File: config.mk
export PLATFORM = sky130hd
export DESIGN_NAME = ctrl_decode_idex_flat
export DESIGN_NICKNAME = d
export VERILOG_FILES = /design/src/rtl/ctrl_decode_idex_if.sv /design/src/rtl/ctrl_decode_idex.sv /design/src/flat_wrapper.sv
export SDC_FILE = /design/constraint.sdc
export NUM_CORES = 1
export LEC_CHECK = 0
export CAP_MARGIN = 20
export CORE_AREA = 2 2 39 41
export CTS_BUF_LIST = sky130_fd_sc_hd__clkbuf_16
export DETAILED_ROUTE_END_ITERATION = 16
export DIE_AREA = 0 0 41 43
export DONT_BUFFER_PORTS = 1
export PLACE_DENSITY = 0.55
export RECOVER_POWER = 100
export SETUP_SLACK_MARGIN = 0.02
export SLEW_MARGIN = 20
export SYNTH_ARGS = -nofsm -noshare
export SYNTH_HDL_FRONTEND = slang
export SYNTH_SLANG_ARGS = --single-unit
File: constraint.sdc
create_clock -name clk -period 1.6 [get_ports clk]
set_input_delay 0.4 -clock clk [delete_from_list [all_inputs] [get_ports clk]]
set_output_delay 0.4 -clock clk [all_outputs]
set_load 0.02 [all_outputs]
File: src/rtl/ctrl_decode_idex_if.sv
// ID/EX control bundle: ID-stage instruction fields in, registered EX control word, RtEx and Stall out.
// Master drives the instruction side; slave is the decode/hazard block.
interface ctrl_decode_idex_if;
  logic [5:0] Opcode;
  logic [4:0] Rs;
  logic [4:0] Rt;
  logic       Valid;
  logic       Flush;
  logic [9:0] Control;
  logic [4:0] RtEx;
  logic       Stall;

  modport master (
    output Opcode, Rs, Rt, Valid, Flush,
    input  Control, RtEx, Stall
  );

  modport slave (
    input  Opcode, Rs, Rt, Valid, Flush,
    output Control, RtEx, Stall
  );
endinterface

File: src/rtl/ctrl_decode_idex.sv
// ID/EX decode register with load-use bubble and two-edge flush; Control/RtEx latency 1 cycle, Stall combinational.
// Stall holds PC and IF/ID for one cycle; load-use detection only when HAZARD_DETECT_EN is defined.
module ctrl_decode_idex (
  input  logic              clk,
  input  logic              reset,
  ctrl_decode_idex_if.slave bus
);

  localparam logic [1:0] ST_RUN    = 2'd0;
  localparam logic [1:0] ST_BUBBLE = 2'd1;
  localparam logic [1:0] ST_FLUSH  = 2'd2;

  localparam logic [5:0] OP_RTYPE = 6'b000000;
  localparam logic [5:0] OP_LW    = 6'b100011;
  localparam logic [5:0] OP_SW    = 6'b101011;
  localparam logic [5:0] OP_BEQ   = 6'b000100;
  localparam logic [5:0] OP_J     = 6'b000010;
  localparam logic [5:0] OP_ADDI  = 6'b001000;

  logic [1:0] state_q, state_d;
  logic [9:0] control_q, control_d;
  logic [4:0] rt_ex_q, rt_ex_d;
  logic [9:0] dec_word;
  logic       load_use;

  always_comb begin
    dec_word = 10'h000;
    case (bus.Opcode)
      OP_RTYPE: dec_word = 10'h122;
      OP_LW:    dec_word = 10'h0F0;
      OP_SW:    dec_word = 10'h088;
      OP_BEQ:   dec_word = 10'h005;
      OP_J:     dec_word = 10'h200;
      OP_ADDI:  dec_word = 10'h0A0;
      default:  dec_word = 10'h000;
    endcase
  end

`ifdef HAZARD_DETECT_EN
  // Rt is only a true source for R-type, sw and beq; elsewhere it is a destination.
  always_comb begin
    load_use = 1'b0;
    if (state_q == ST_RUN && bus.Valid && !bus.Flush &&
        control_q[4] && rt_ex_q != 5'd0) begin
      if (rt_ex_q == bus.Rs) begin
        load_use = 1'b1;
      end else if (rt_ex_q == bus.Rt &&
                   (bus.Opcode == OP_RTYPE || bus.Opcode == OP_SW ||
                    bus.Opcode == OP_BEQ)) begin
        load_use = 1'b1;
      end
    end
  end
`else
  logic unused_hazard_inputs;
  assign unused_hazard_inputs = ^bus.Rs;
  assign load_use = 1'b0;
`endif

  always_comb begin
    state_d   = ST_RUN;
    control_d = 10'h000;
    rt_ex_d   = 5'd0;
    if (bus.Flush) begin
      state_d = ST_FLUSH;
    end else begin
      case (state_q)
        ST_FLUSH: begin
          state_d = ST_RUN;
        end
        ST_BUBBLE: begin
          state_d = ST_RUN;
          if (bus.Valid) begin
            control_d = dec_word;
            rt_ex_d   = bus.Rt;
          end
        end
        default: begin
          if (load_use) begin
            state_d = ST_BUBBLE;
          end else if (bus.Valid) begin
            control_d = dec_word;
            rt_ex_d   = bus.Rt;
          end
        end
      endcase
    end
  end

  always_ff @(posedge clk or negedge reset) begin
    if (!reset) begin
      state_q   <= ST_RUN;
      control_q <= 10'h000;
      rt_ex_q   <= 5'd0;
    end else begin
      state_q   <= state_d;
      control_q <= control_d;
      rt_ex_q   <= rt_ex_d;
    end
  end

  assign bus.Control = control_q;
  assign bus.RtEx    = rt_ex_q;
  assign bus.Stall   = load_use;

endmodule
File: src/flat_wrapper.sv
// flat-port wrapper written by rule: the top's interface ports become plain ports
module ctrl_decode_idex_flat 
  (clk, reset, bus_Opcode, bus_Rs, bus_Rt, bus_Valid, bus_Flush, bus_Control, bus_RtEx, bus_Stall);
  ctrl_decode_idex_if bus_i ();
  input  logic clk;
  input  logic reset;
  input wire logic [$bits(bus_i.Opcode)-1:0] bus_Opcode;
  input wire logic [$bits(bus_i.Rs)-1:0] bus_Rs;
  input wire logic [$bits(bus_i.Rt)-1:0] bus_Rt;
  input wire logic [$bits(bus_i.Valid)-1:0] bus_Valid;
  input wire logic [$bits(bus_i.Flush)-1:0] bus_Flush;
  output wire logic [$bits(bus_i.Control)-1:0] bus_Control;
  output wire logic [$bits(bus_i.RtEx)-1:0] bus_RtEx;
  output wire logic [$bits(bus_i.Stall)-1:0] bus_Stall;
  assign bus_i.Opcode = bus_Opcode;
  assign bus_i.Rs = bus_Rs;
  assign bus_i.Rt = bus_Rt;
  assign bus_i.Valid = bus_Valid;
  assign bus_i.Flush = bus_Flush;
  assign bus_Control = bus_i.Control;
  assign bus_RtEx = bus_i.RtEx;
  assign bus_Stall = bus_i.Stall;
  ctrl_decode_idex u_core (.clk(clk), .reset(reset), .bus(bus_i));
endmodule
==> PnR_summary.wiki, run 1 <==
{| class="wikitable"
! Metric !! Value
|-
| Share of cells above drive strength 1 || 10.3%
|-
| Critical-path top delay cell || sky130_fd_sc_hd__or4b_1
|-
| Number of violations reported at the end of detailed-routing iteration 0 || 1
|-
| Worst setup slack for register-to-register paths || 0.19 ns
|-
| Worst rel slew slack || 60.9%
|-
| Endpoint of the worst register-to-register path || u_core.bus.Control[8]
|-
| Setup Skew || 0.00461 ns
|-
| Setup repair after global routing missed its margin || no
|-
| Kind of end point of the critical path || register
|-
| Non-Filler Cell Area, Final || 578 um^2
|-
| Highest cell delay on the worst timing path || 0.63 ns
|-
| Placer congestion estimate || 0.642
|-
| Effective utilization at floorplan || 36.8%
|-
| Count of synthesis-stage warnings from yosys || 0
|-
| Required time at the worst-slack endpoint || 1.73 ns
|-
| Reported max-cap violation count || 0
|-
| Placed instance area || 494 um^2
|-
| Wirelength per Cell || 17.3 um
|-
| Number of ports placed on the die boundary || 36
|-
| Hold path depth || 0
|-
| Setup Fix Bufs, Post-CTS || 0
|-
| Final setup violation count || 0
|-
| Grt total ovfl || 0
|-
| Setup Crit Path Kind || reg2reg
|-
| Initial antenna violation count || 0
|-
| CTS Buf Count || 3
|-
| Result of the run || finished, final reports clean
|-
| Vias in the first global route || 345
|-
| Area growth from synthesis to layout || 13.5%
|-
| Pins Over Slew Limit || 0
|-
| Maximum number of pins on one net before global-route repair || 14
|-
| Hold path endpoint || u_core.state_q[1]
|-
| R2R cell count || 2
|-
| Highest fanout seen on the critical path || 7
|-
| Die height || 43 um
|-
| Area enclosed by the die boundary || 0.00176 mm^2
|-
| VDD IR max || 0.000467 V
|-
| Static leakage power || 0.255 nW
|-
| Clock root buffer || sky130_fd_sc_hd__clkbuf_16
|-
| H-tree depth || 1
|-
| Cell area after technology mapping || 509 um^2
|-
| Worst skew pair latency || 0.24 ns
|-
| Instance count of the mapped netlist || 39
|-
| Die Width || 41 um
|-
| Clock slew seen by the registers of the worst setup and hold paths || 0.05 ns
|-
| Estimated wirelength of the detail-placed design || 732 um
|-
| Placement row count || 14
|-
| Worst-case clock buffer depth || 2
|-
| First-pass iteration count of the detailed router || 3
|-
| Maximum clock frequency || 707 MHz
|-
| Net count of the finished layout || 60
|-
| Syn Area/Cell || 13.1 um^2
|-
| Transition time at the pin with the least slew margin || 0.584 ns
|-
| Wire length of the first global-routing pass || 1510 um
|-
| Reg-to-reg startpoint || u_core.state_q[1]
|-
| Detailed-route DRC error count || 0
|-
| Startpoint of the lowest-slack hold path || bus_Flush
|-
| Final ANT Viol Nets || 0
|-
| Global-route usage over all layers || 13.5%
|-
| Clock period minus worst slack || 1.41 ns
|-
| Areal power density over the cells || 1430 mW/mm^2
|-
| Total wire length after detailed routing || 953 um
|-
| Sink count of the clock tree || 13
|-
| Setup TNS after final layout || 0 ns
|-
| Cell-by-cell trace of the critical path || or4b_1 -> nor4_1
|-
| Total count of hold-check failures in the final report || 0
|-
| Count of input and output buffers || 0
|-
| Sort of element at the start of the critical path || register
|-
| Data arrival time of the critical path || 1.54 ns
|-
| Sequential share of the synthesized area || 63.9%
|-
| Post-route clock period utilization || 88.4%
|-
| Post-synth net total || 59
|-
| Post-synthesis register bit count || 13
|-
| Antenna fix cells || 0
|-
| CTS tree || done
|-
| Via count || 290
|-
| Floorplan Core Area || 0.00138 mm^2
|-
| Worst Hold Class || in2reg
|-
| Via density || 5.27
|-
| Number of library cell types mapped by synthesis || 15
|}
registers in the layout, summed over array words and instances, names as in the netlist:
register and cells:
u_core.bus.Control 7, u_core.state_q 1, u_core.bus.RtEx 5
cell usage after synthesis:
cell type                   n  area share [%]
sky130_fd_sc_hd__or4b_1     3             5.9
sky130_fd_sc_hd__or3_1      1             1.2
sky130_fd_sc_hd__nand4b_1   1             1.7
sky130_fd_sc_hd__and2_1     5             6.1
sky130_fd_sc_hd__conb_1     1            0.74
sky130_fd_sc_hd__nand3_1    1            0.98
sky130_fd_sc_hd__nor3b_1    1             1.5
sky130_fd_sc_hd__dfrtp_1   13              64
sky130_fd_sc_hd__a211oi_1   2             2.9
sky130_fd_sc_hd__buf_2      1            0.98
sky130_fd_sc_hd__inv_1      1            0.74
sky130_fd_sc_hd__buf_4      4             5.9
sky130_fd_sc_hd__nor4_1     2             2.5
sky130_fd_sc_hd__nor3_1     2             2.0
sky130_fd_sc_hd__nor4b_2    1             2.9
routing by layer:
| layer | wire (um) | track usage, % |
|---|---|---|
| met1 | 399 | 17.8 |
| met2 | 446 | 17.2 |
| met3 | 107 | 6.81 |
| met4 | 0 | 8.00 |
| met5 | 0 | 0 |
stage by stage:
stage	util, %	setup slack, ns	hold slack, ns	instances	total power [mW]
floorplan	-	0.228	0.104	39	0.362
global placement	35.7	0.157	0.105	50	0.361
detailed placement	35.7	0.124	0.105	50	0.362
CTS	42.2	0.175	0.187	55	0.837
global route	41.8	0.0646	0.182	55	0.862
finish	41.8	0.186	0.190	55	0.829
power by group:
part           internal (mW)  switching (mW)
registers              0.335         0.00705
clock network          0.332           0.134
logic                0.00805          0.0137
total                  0.675           0.155
kinds of logic (layout without fill, tap and decap cells):
kind of cell	after synthesis	after routing	share of synthesized area, %
and+or+nand+nor	17	17	24.8
AOI/OAI and AO/OA	2	2	2.95
buffers and inverters	6	6	7.62
other	1	1	0.736
DFF	13	13	63.9
critical path, delay by kind of cell, from the launching register on:
| family | cells | cell delay (ns) |
|---|---|---|
| and+or+nand+nor | 2 | 0.94 |
| DFF | 1 | 0.36 |
layout make-up:
cell class | count | area [um^2]
Fill cell | 141 | 806
Sequential cell | 13 | 325
Multi-Input combinational cell | 20 | 139
Clock buffer | 3 | 75.1
Tap cell | 16 | 20.0
Timing Repair Buffer | 1 | 10.0
Clock inverter | 1 | 5.00
Inverter | 1 | 3.75
how the worst max path moves through the flow:
stage                      start                    end  slack [ns]  cells past startpoint
2_1_floorplan      bus_Opcode[4]  u_core.bus.Control[3]        0.23                      3
3_3_place_gp       bus_Opcode[4]  u_core.bus.Control[8]        0.16                      2
3_5_place_dp       bus_Opcode[4]  u_core.bus.Control[2]        0.12                      2
4_1_cts        u_core.state_q[1]  u_core.bus.Control[2]        0.18                      2
5_1_grt        u_core.state_q[1]  u_core.bus.Control[3]        0.06                      2
6_report       u_core.state_q[1]  u_core.bus.Control[8]        0.19                      2
placed cells by master (no fill, tap or decap):
master | netlist | final
sky130_fd_sc_hd__a211oi_1 | 2 | 2
sky130_fd_sc_hd__and2_0 | 0 | 5
sky130_fd_sc_hd__clkbuf_16 | 0 | 3
sky130_fd_sc_hd__clkinv_2 | 0 | 1
sky130_fd_sc_hd__conb_1 | 1 | 1
sky130_fd_sc_hd__dfrtp_1 | 13 | 13
sky130_fd_sc_hd__dlygate4sd3_1 | 0 | 1
sky130_fd_sc_hd__inv_1 | 1 | 1
sky130_fd_sc_hd__nand3_1 | 1 | 1
sky130_fd_sc_hd__nand4b_1 | 1 | 1
sky130_fd_sc_hd__nor3_1 | 2 | 2
sky130_fd_sc_hd__nor3b_1 | 1 | 1
sky130_fd_sc_hd__nor4_1 | 2 | 2
sky130_fd_sc_hd__nor4b_1 | 0 | 1
sky130_fd_sc_hd__or3_1 | 1 | 1
sky130_fd_sc_hd__or4b_1 | 3 | 3
timing repair:
action                                  4_1_cts  5_1_grt
endpoints found under the setup margin        0        0
hold buffers                                  1        0
resized for setup                             0        0
hold endpoints to repair                     13        0
(Power assumes the default switching activity.)
==> inputs of run 2 (changes only) <==
--- a/config.mk
+++ b/config.mk
@@ -8,6 +8,6 @@
 export CAP_MARGIN = 20
-export CORE_AREA = 2 2 39 41
+export CORE_AREA = 3 3 40 42
 export CTS_BUF_LIST = sky130_fd_sc_hd__clkbuf_16
 export DETAILED_ROUTE_END_ITERATION = 16
-export DIE_AREA = 0 0 41 43
+export DIE_AREA = 0 0 43 45
 export DONT_BUFFER_PORTS = 1
@@ -16,2 +16,3 @@
 export SETUP_SLACK_MARGIN = 0.02
+export SKIP_CTS_REPAIR_TIMING = 1
 export SLEW_MARGIN = 20
--- a/constraint.sdc
+++ b/constraint.sdc
@@ -3,2 +3,2 @@
 set_output_delay 0.4 -clock clk [all_outputs]
-set_load 0.02 [all_outputs]
+set_load 0.05 [all_outputs]
==> PnR_summary.wiki, run 2 (synthesized netlist as in run 1, its figures left out) <==
{| class="wikitable"
! Metric !! Value
|-
| Estimated wirelength of the detail-placed design || 753 um (was 732 um)
|-
| Final ANT Viol Nets || 0 (unchanged)
|-
| Via density || 5.51 (was 5.27)
|-
| Via count || 314 (was 290)
|-
| Worst skew pair latency || 0.24 ns (about the same)
|-
| Maximum clock frequency || 708 MHz (was 707 MHz)
|-
| Placed instance area || 515 um^2 (was 494 um^2)
|-
| Fillers || 129 (was 141)
|-
| Clock slew seen by the registers of the worst setup and hold paths || 0.04 ns (was 0.05 ns)
|-
| Hold path depth || 0 (unchanged)
|-
| Share of power burned in registers || 42.6% (was 41.2%)
|-
| Sort of element at the start of the critical path || register (unchanged)
|-
| Least setup slack across all paths after layout || 0.187 ns (was 0.186 ns)
|-
| Data arrival time of the critical path || 1.01 ns (was 1.54 ns)
|-
| Non-Filler Cell Area, Final || 591 um^2 (was 578 um^2)
|-
| R2R cell count || 2 (unchanged)
|-
| Max reg flops || 7 (unchanged)
|-
| Maximum number of pins on one net before global-route repair || 14 (unchanged)
|-
| Clock period minus worst slack || 1.41 ns (about the same)
|-
| Net switching power of the design || 0.151 mW (was 0.155 mW)
|-
| First-pass iteration count of the detailed router || 1 (was 3)
|-
| Wirelength per Cell || 15.9 um (was 17.3 um)
|-
| Setup Crit Path Kind || reg2out (was reg2reg)
|-
| Cell family with the largest share of critical-path delay || buffers and inverters (was simple AND/OR/NAND/NOR gates)
|-
| Setup TNS after final layout || 0 ns (unchanged)
|-
| Count of input and output buffers || 0 (unchanged)
|-
| Reported max-cap violation count || 0 (unchanged)
|-
| Die Width || 43 um (was 41 um)
|-
| Global-route usage over all layers || 12.2% (was 13.5%)
|-
| Sink count of the clock tree || 13 (unchanged)
|-
| Post-route clock period utilization || 88.3% (was 88.4%)
|-
| Area enclosed by the die boundary || 0.00194 mm^2 (was 0.00176 mm^2)
|-
| Highest fanout seen on the critical path || 2 (was 7)
|-
| Area growth from synthesis to layout || 16.0% (was 13.5%)
|-
| Most common library cell in the layout ignoring fill and taps || sky130_fd_sc_hd__dfrtp_1 (unchanged)
|-
| Highest cell delay on the worst timing path || 0.45 ns (was 0.63 ns)
|-
| Setup repair after global routing missed its margin || no (unchanged)
|-
| Share of cells above drive strength 1 || 14.3% (was 10.3%)
|-
| Worst rel slew slack || 63.4% (was 60.9%)
|-
| Critical-path top delay cell || sky130_fd_sc_hd__clkbuf_2 (was sky130_fd_sc_hd__or4b_1)
|-
| Antenna fix cells || 0 (unchanged)
|-
| Pre-CTS setup slack || 0.135 ns (was 0.124 ns)
|-
| Startpoint of the lowest-slack hold path || bus_Flush (unchanged)
|-
| CTS tree || done (unchanged)
|-
| Proportion of total power due to net switching || 18.4% (was 18.7%)
|-
| Floorplan Core Area || 0.00128 mm^2 (was 0.00138 mm^2)
|-
| VDD IR max || 0.000560 V (was 0.000467 V)
|-
| Hold path endpoint || u_core.state_q[1] (unchanged)
|-
| Number of violations reported at the end of detailed-routing iteration 0 || 0 (was 1)
|-
| Initial antenna violation count || 0 (unchanged)
|-
| Die height || 45 um (was 43 um)
|-
| Worst setup slack for register-to-register paths || 0.19 ns (about the same)
|-
| Net count of the finished layout || 63 (was 60)
|-
| Endpoint of the worst register-to-register path || u_core.bus.Control[2] (was u_core.bus.Control[8])
|-
| Result of the run || finished, final reports clean (unchanged)
|-
| Detailed-route DRC error count || 0 (unchanged)
|-
| Clk pwr share || 54.3% (was 56.2%)
|-
| Setup Skew || 0.000633 ns (was 0.00461 ns)
|-
| Clock root buffer || sky130_fd_sc_hd__clkbuf_16 (unchanged)
|-
| Vias in the first global route || 360 (was 345)
|-
| Final setup violation count || 0 (unchanged)
|-
| Grt total ovfl || 0 (unchanged)
|-
| Worst-case clock buffer depth || 2 (unchanged)
|-
| Most frequent cells in the layout || sky130_fd_sc_hd__dfrtp_1, sky130_fd_sc_hd__and2_0, sky130_fd_sc_hd__or4b_1, sky130_fd_sc_hd__clkbuf_16, sky130_fd_sc_hd__clkbuf_2 (was sky130_fd_sc_hd__dfrtp_1, sky130_fd_sc_hd__and2_0, sky130_fd_sc_hd__or4b_1, sky130_fd_sc_hd__clkbuf_16)
|-
| Number of ports placed on the die boundary || 36 (unchanged)
|-
| Placement row count || 13 (was 14)
|-
| CTS Buf Count || 3 (unchanged)
|-
| Kind of end point of the critical path || output port (was register)
|-
| H-tree depth || 1 (unchanged)
|-
| Placer congestion estimate || 0.648 (was 0.642)
|-
| Total count of hold-check failures in the final report || 0 (unchanged)
|-
| Buf+Inv Stages, Crit Path || 1 (was 0)
|-
| Wire length of the first global-routing pass || 1600 um (was 1510 um)
|-
| Worst Hold Class || in2reg (unchanged)
|-
| Areal power density over the cells || 1390 mW/mm^2 (was 1430 mW/mm^2)
|-
| Total wire length after detailed routing || 905 um (was 953 um)
|-
| Overall power consumption || 0.821 mW (was 0.829 mW)
|-
| Required time at the worst-slack endpoint || 1.20 ns (was 1.73 ns)
|-
| Transition time at the pin with the least slew margin || 0.547 ns (was 0.584 ns)
|-
| Static leakage power || 0.270 nW (was 0.255 nW)
|-
| Cell-by-cell trace of the critical path || clkbuf_2 (was or4b_1 -> nor4_1)
|-
| Effective utilization at floorplan || 39.6% (was 36.8%)
|-
| Pins Over Slew Limit || 0 (unchanged)
|-
| Reg-to-reg startpoint || u_core.state_q[1] (unchanged)
|-
| Cell Int Power || 0.671 mW (was 0.675 mW)
|-
| Logic gate share of total power || 3.1% (was 2.6%)
|}
## run 2: power groups by stage
stage	combinational, mW	sequential [mW]	clock (mW)
floorplan	0.0190	0.355	0
global placement	0.0181	0.355	0
detailed placement	0.0190	0.355	0
CTS	0.0190	0.350	0.461
global route	0.0290	0.350	0.485
finish	0.0254	0.350	0.446
## run 2: how the worst max path moves through the flow
| stage | depth (start not counted) | to | slack, ns | from |
|---|---|---|---|---|
| 6_report | 1 | bus_Control[2] | 0.19 | u_core.bus.Control[2] |
| 5_1_grt | 2 | u_core.bus.Control[8] | 0.06 | u_core.state_q[1] |
| 4_1_cts | 2 | u_core.bus.Control[2] | 0.18 | u_core.state_q[1] |
| 3_5_place_dp | 2 | u_core.bus.Control[2] | 0.14 | bus_Opcode[4] |
| 3_3_place_gp | 2 | u_core.bus.Control[2] | 0.17 | bus_Opcode[4] |
| 2_1_floorplan | 3 | u_core.bus.Control[3] | 0.23 | bus_Opcode[4] |
## run 2: final cells by class
type	count	area, um^2	area share, %
flip-flops and latches	13	325	55.1
multi-input cells	20	139	23.5
clock buffers	3	75.1	12.7
repair buffers	4	25.0	4.24
well taps	15	18.8	3.18
clock inverters	1	3.75	0.636
inverters	1	3.75	0.636
## run 2: metal layers
| layer | part of all wire [%] | track usage, % | vias to the layer above |
|---|---|---|---|
| li1 | - | - | 140 |
| met1 | 33 | 10.4 | 149 |
| met2 | 52 | 20.4 | 21 |
| met3 | 12 | 6.77 | 4 |
| met4 | 2.8 | 10.8 | 0 |
| met5 | 0 | 0 | - |
## run 2: through the flow
step	util, %	hold slack (ns)	cells
2_1_floorplan	-	0.104	39
3_3_place_gp	40.1	0.105	52
3_5_place_dp	40.1	0.105	52
4_1_cts	46.3	-0.148	56
5_1_grt	46.0	0.180	57
6_report	46.0	0.191	57
==> inputs of run 3 (changes only) <==
PLACE_DENSITY = 0.57   (was 0.55)
clock period = 1.22 ns   (was 1.6 ns; I/O delays follow)
==> PnR_summary.wiki, run 3 (synthesized netlist as in run 1, its figures left out) <==
{| class="wikitable"
! Metric !! Value
|-
| Result of the run || finished with violations (was finished, final reports clean)
|-
| Failing checks || negative setup slack
|-
| Met3 wire length || 103 um (was 113 um)
|-
| Die Width || 43 um (unchanged)
|-
| Estimated wirelength of the detail-placed design || 753 um (about the same)
|-
| Overall power consumption || 1.09 mW (was 0.821 mW)
|-
| Pre-CTS setup slack || -0.0557 ns (was 0.135 ns)
|-
| Combined area of the multi-input logic cells || 155 um^2 (was 139 um^2)
|-
| Max reg flops || 7 (unchanged)
|-
| Area enclosed by the die boundary || 0.00194 mm^2 (unchanged)
|-
| Maximum number of pins on one net before global-route repair || 14 (unchanged)
|-
| Static leakage power || 0.275 nW (was 0.270 nW)
|-
| Placement row count || 13 (unchanged)
|-
| Transition time at the pin with the least slew margin || 0.557 ns (was 0.547 ns)
|-
| Setup Skew || 0.00135 ns (was 0.000633 ns)
|-
| CTS tree || done (unchanged)
|-
| Fillers || 116 (was 129)
|-
| Routed wl met2 || 527 um (was 467 um)
|-
| Placed instance area || 557 um^2 (was 515 um^2)
|-
| Total wire length after detailed routing || 968 um (was 905 um)
|-
| Clock slew seen by the registers of the worst setup and hold paths || 0.04 ns (about the same)
|-
| Via density || 5.37 (was 5.51)
|-
| Total count of hold-check failures in the final report || 0 (unchanged)
|-
| Worst-case clock buffer depth || 2 (unchanged)
|-
| Placer congestion estimate || 0.683 (was 0.648)
|-
| H-tree depth || 1 (unchanged)
|-
| Number of ports placed on the die boundary || 36 (unchanged)
|-
| Antenna fix cells || 0 (unchanged)
|-
| Kind of end point of the critical path || register (was output port)
|-
| Maximum clock frequency || 767 MHz
|-
| Grt total ovfl || 0 (unchanged)
|-
| Floorplan Core Area || 0.00128 mm^2 (unchanged)
|-
| Effective utilization at floorplan || 39.6% (unchanged)
|-
| Areal power density over the cells || 1780 mW/mm^2 (was 1390 mW/mm^2)
|-
| Global-route usage over all layers || 10.6% (was 12.2%)
|-
| Hold Slack || 0.0913 ns (was 0.191 ns)
|-
| Reported max-cap violation count || 0 (unchanged)
|-
| Most frequent cells in the layout || sky130_fd_sc_hd__dfrtp_1, sky130_fd_sc_hd__and2_0, sky130_fd_sc_hd__clkbuf_16 (was sky130_fd_sc_hd__dfrtp_1, sky130_fd_sc_hd__and2_0, sky130_fd_sc_hd__or4b_1, sky130_fd_sc_hd__clkbuf_16, sky130_fd_sc_hd__clkbuf_2)
|-
| Core utilization of the finished layout || 47.8% (was 46.0%)
|-
| Setup Crit Path Kind || reg2reg (was reg2out)
|-
| Worst rel slew slack || 62.8% (was 63.4%)
|-
| Non-Filler Cell Area, Final || 614 um^2 (was 591 um^2)
|-
| Clock period minus worst slack || 1.30 ns
|-
| Setup repair after global routing missed its margin || yes (was no)
|-
| Startpoint of the worst setup timing path || u_core.state_q[1] (was u_core.bus.Control[2])
|-
| Worst skew pair latency || 0.24 ns (about the same)
|-
| Placed instance count || 52 (unchanged)
|-
| Wirelength per Cell || 17.0 um (was 15.9 um)
|-
| Data arrival time of the critical path || 1.43 ns (was 1.01 ns)
|-
| Sink count of the clock tree || 13 (unchanged)
|-
| Post-route clock period utilization || 107%
|-
| Least setup slack across all paths after layout || -0.0830 ns (was 0.187 ns)
|-
| Detailed-route DRC error count || 0 (unchanged)
|-
| Die height || 45 um (unchanged)
|-
| Required time at the worst-slack endpoint || 1.35 ns (was 1.20 ns)
|-
| Worst Hold Class || in2reg (unchanged)
|-
| Setup TNS after final layout || -0.208 ns (was 0 ns)
|-
| Reg area || 325 um^2 (unchanged)
|-
| Number of violations reported at the end of detailed-routing iteration 0 || 1 (was 0)
|-
| Initial antenna violation count || 0 (unchanged)
|-
| Final ANT Viol Nets || 0 (unchanged)
|-
| Final setup violation count || 5 (was 0)
|-
| Reg-to-reg startpoint || u_core.state_q[1] (unchanged)
|-
| VDD IR max || 0.000955 V (was 0.000560 V)
|-
| CTS Buf Count || 3 (unchanged)
|-
| Most common library cell in the layout ignoring fill and taps || sky130_fd_sc_hd__dfrtp_1 (unchanged)
|-
| Net count of the finished layout || 63 (unchanged)
|-
| First-pass iteration count of the detailed router || 2 (was 1)
|-
| Pins Over Slew Limit || 0 (unchanged)
|-
| Sort of element at the start of the critical path || register (unchanged)
|-
| Share of cells above drive strength 1 || 21.4% (was 14.3%)
|-
| Non-filler instance count after layout || 57 (unchanged)
|-
| Wire length of the first global-routing pass || 1290 um (was 1600 um)
|-
| Count of input and output buffers || 0 (unchanged)
|-
| Via count || 306 (was 314)
|-
| Area growth from synthesis to layout || 20.6% (was 16.0%)
|-
| Vias in the first global route || 324 (was 360)
|-
| Highest routing layer actually used || met4 (unchanged)
|-
| Routed met1 length || 295 um (was 299 um)
|-
| Highest fanout seen on the critical path || 7 (was 2)
|-
| Clock root buffer || sky130_fd_sc_hd__clkbuf_16 (unchanged)
|-
| Startpoint of the lowest-slack hold path || bus_Flush (unchanged)
|}
## run 3: cell count changes in the layout (fill, tap and decap cells not counted), sizes merged
cell,previous run,this run
buf,0,2
clkbuf,6,4
## run 3: worst max-delay path, cell delays in order, from the launching register on
cell and delay (ns):
sky130_fd_sc_hd__dfrtp_1 0.38, sky130_fd_sc_hd__or4b_4 0.55, sky130_fd_sc_hd__nor4_1 0.27
## run 3: final cells by class
| cell class | count | share of cell area, % |
|---|---|---|
| well taps | 15 | 3.05 |
| flip-flops and latches | 13 | 53.0 |
| clock buffers | 3 | 12.2 |
| multi-input cells | 20 | 25.3 |
| clock inverters | 1 | 0.611 |
| inverters | 1 | 0.611 |
| repair buffers | 4 | 5.30 |
## run 3: worst paths after layout
path	to	slack [ns]	depth (start not counted)
worst max-delay path	u_core.bus.Control[8]	-0.08	2
worst min-delay path	u_core.state_q[1]	0.09	0
worst max register to register	u_core.bus.Control[8]	-0.08	2
worst min register to register	u_core.bus.Control[2]	0.63	2
max in group asynchronous	u_core.bus.Control[2]	0.36	1
min in group asynchronous	u_core.state_q[1]	0.50	1
## run 3: layer usage
layer | global-route usage [%] | up-vias
met5 | 0 | -
met2 | 19.2 | 19
met3 | 6.37 | 5
met1 | 6.05 | 144
li1 | - | 138
met4 | 12.7 | 0
## run 3: power breakdown
group	internal [mW]	switching (mW)	total, mW
Sequential	0.439	0.0199	0.459
Combinational	0.0120	0.0241	0.0361
Clock	0.431	0.167	0.597
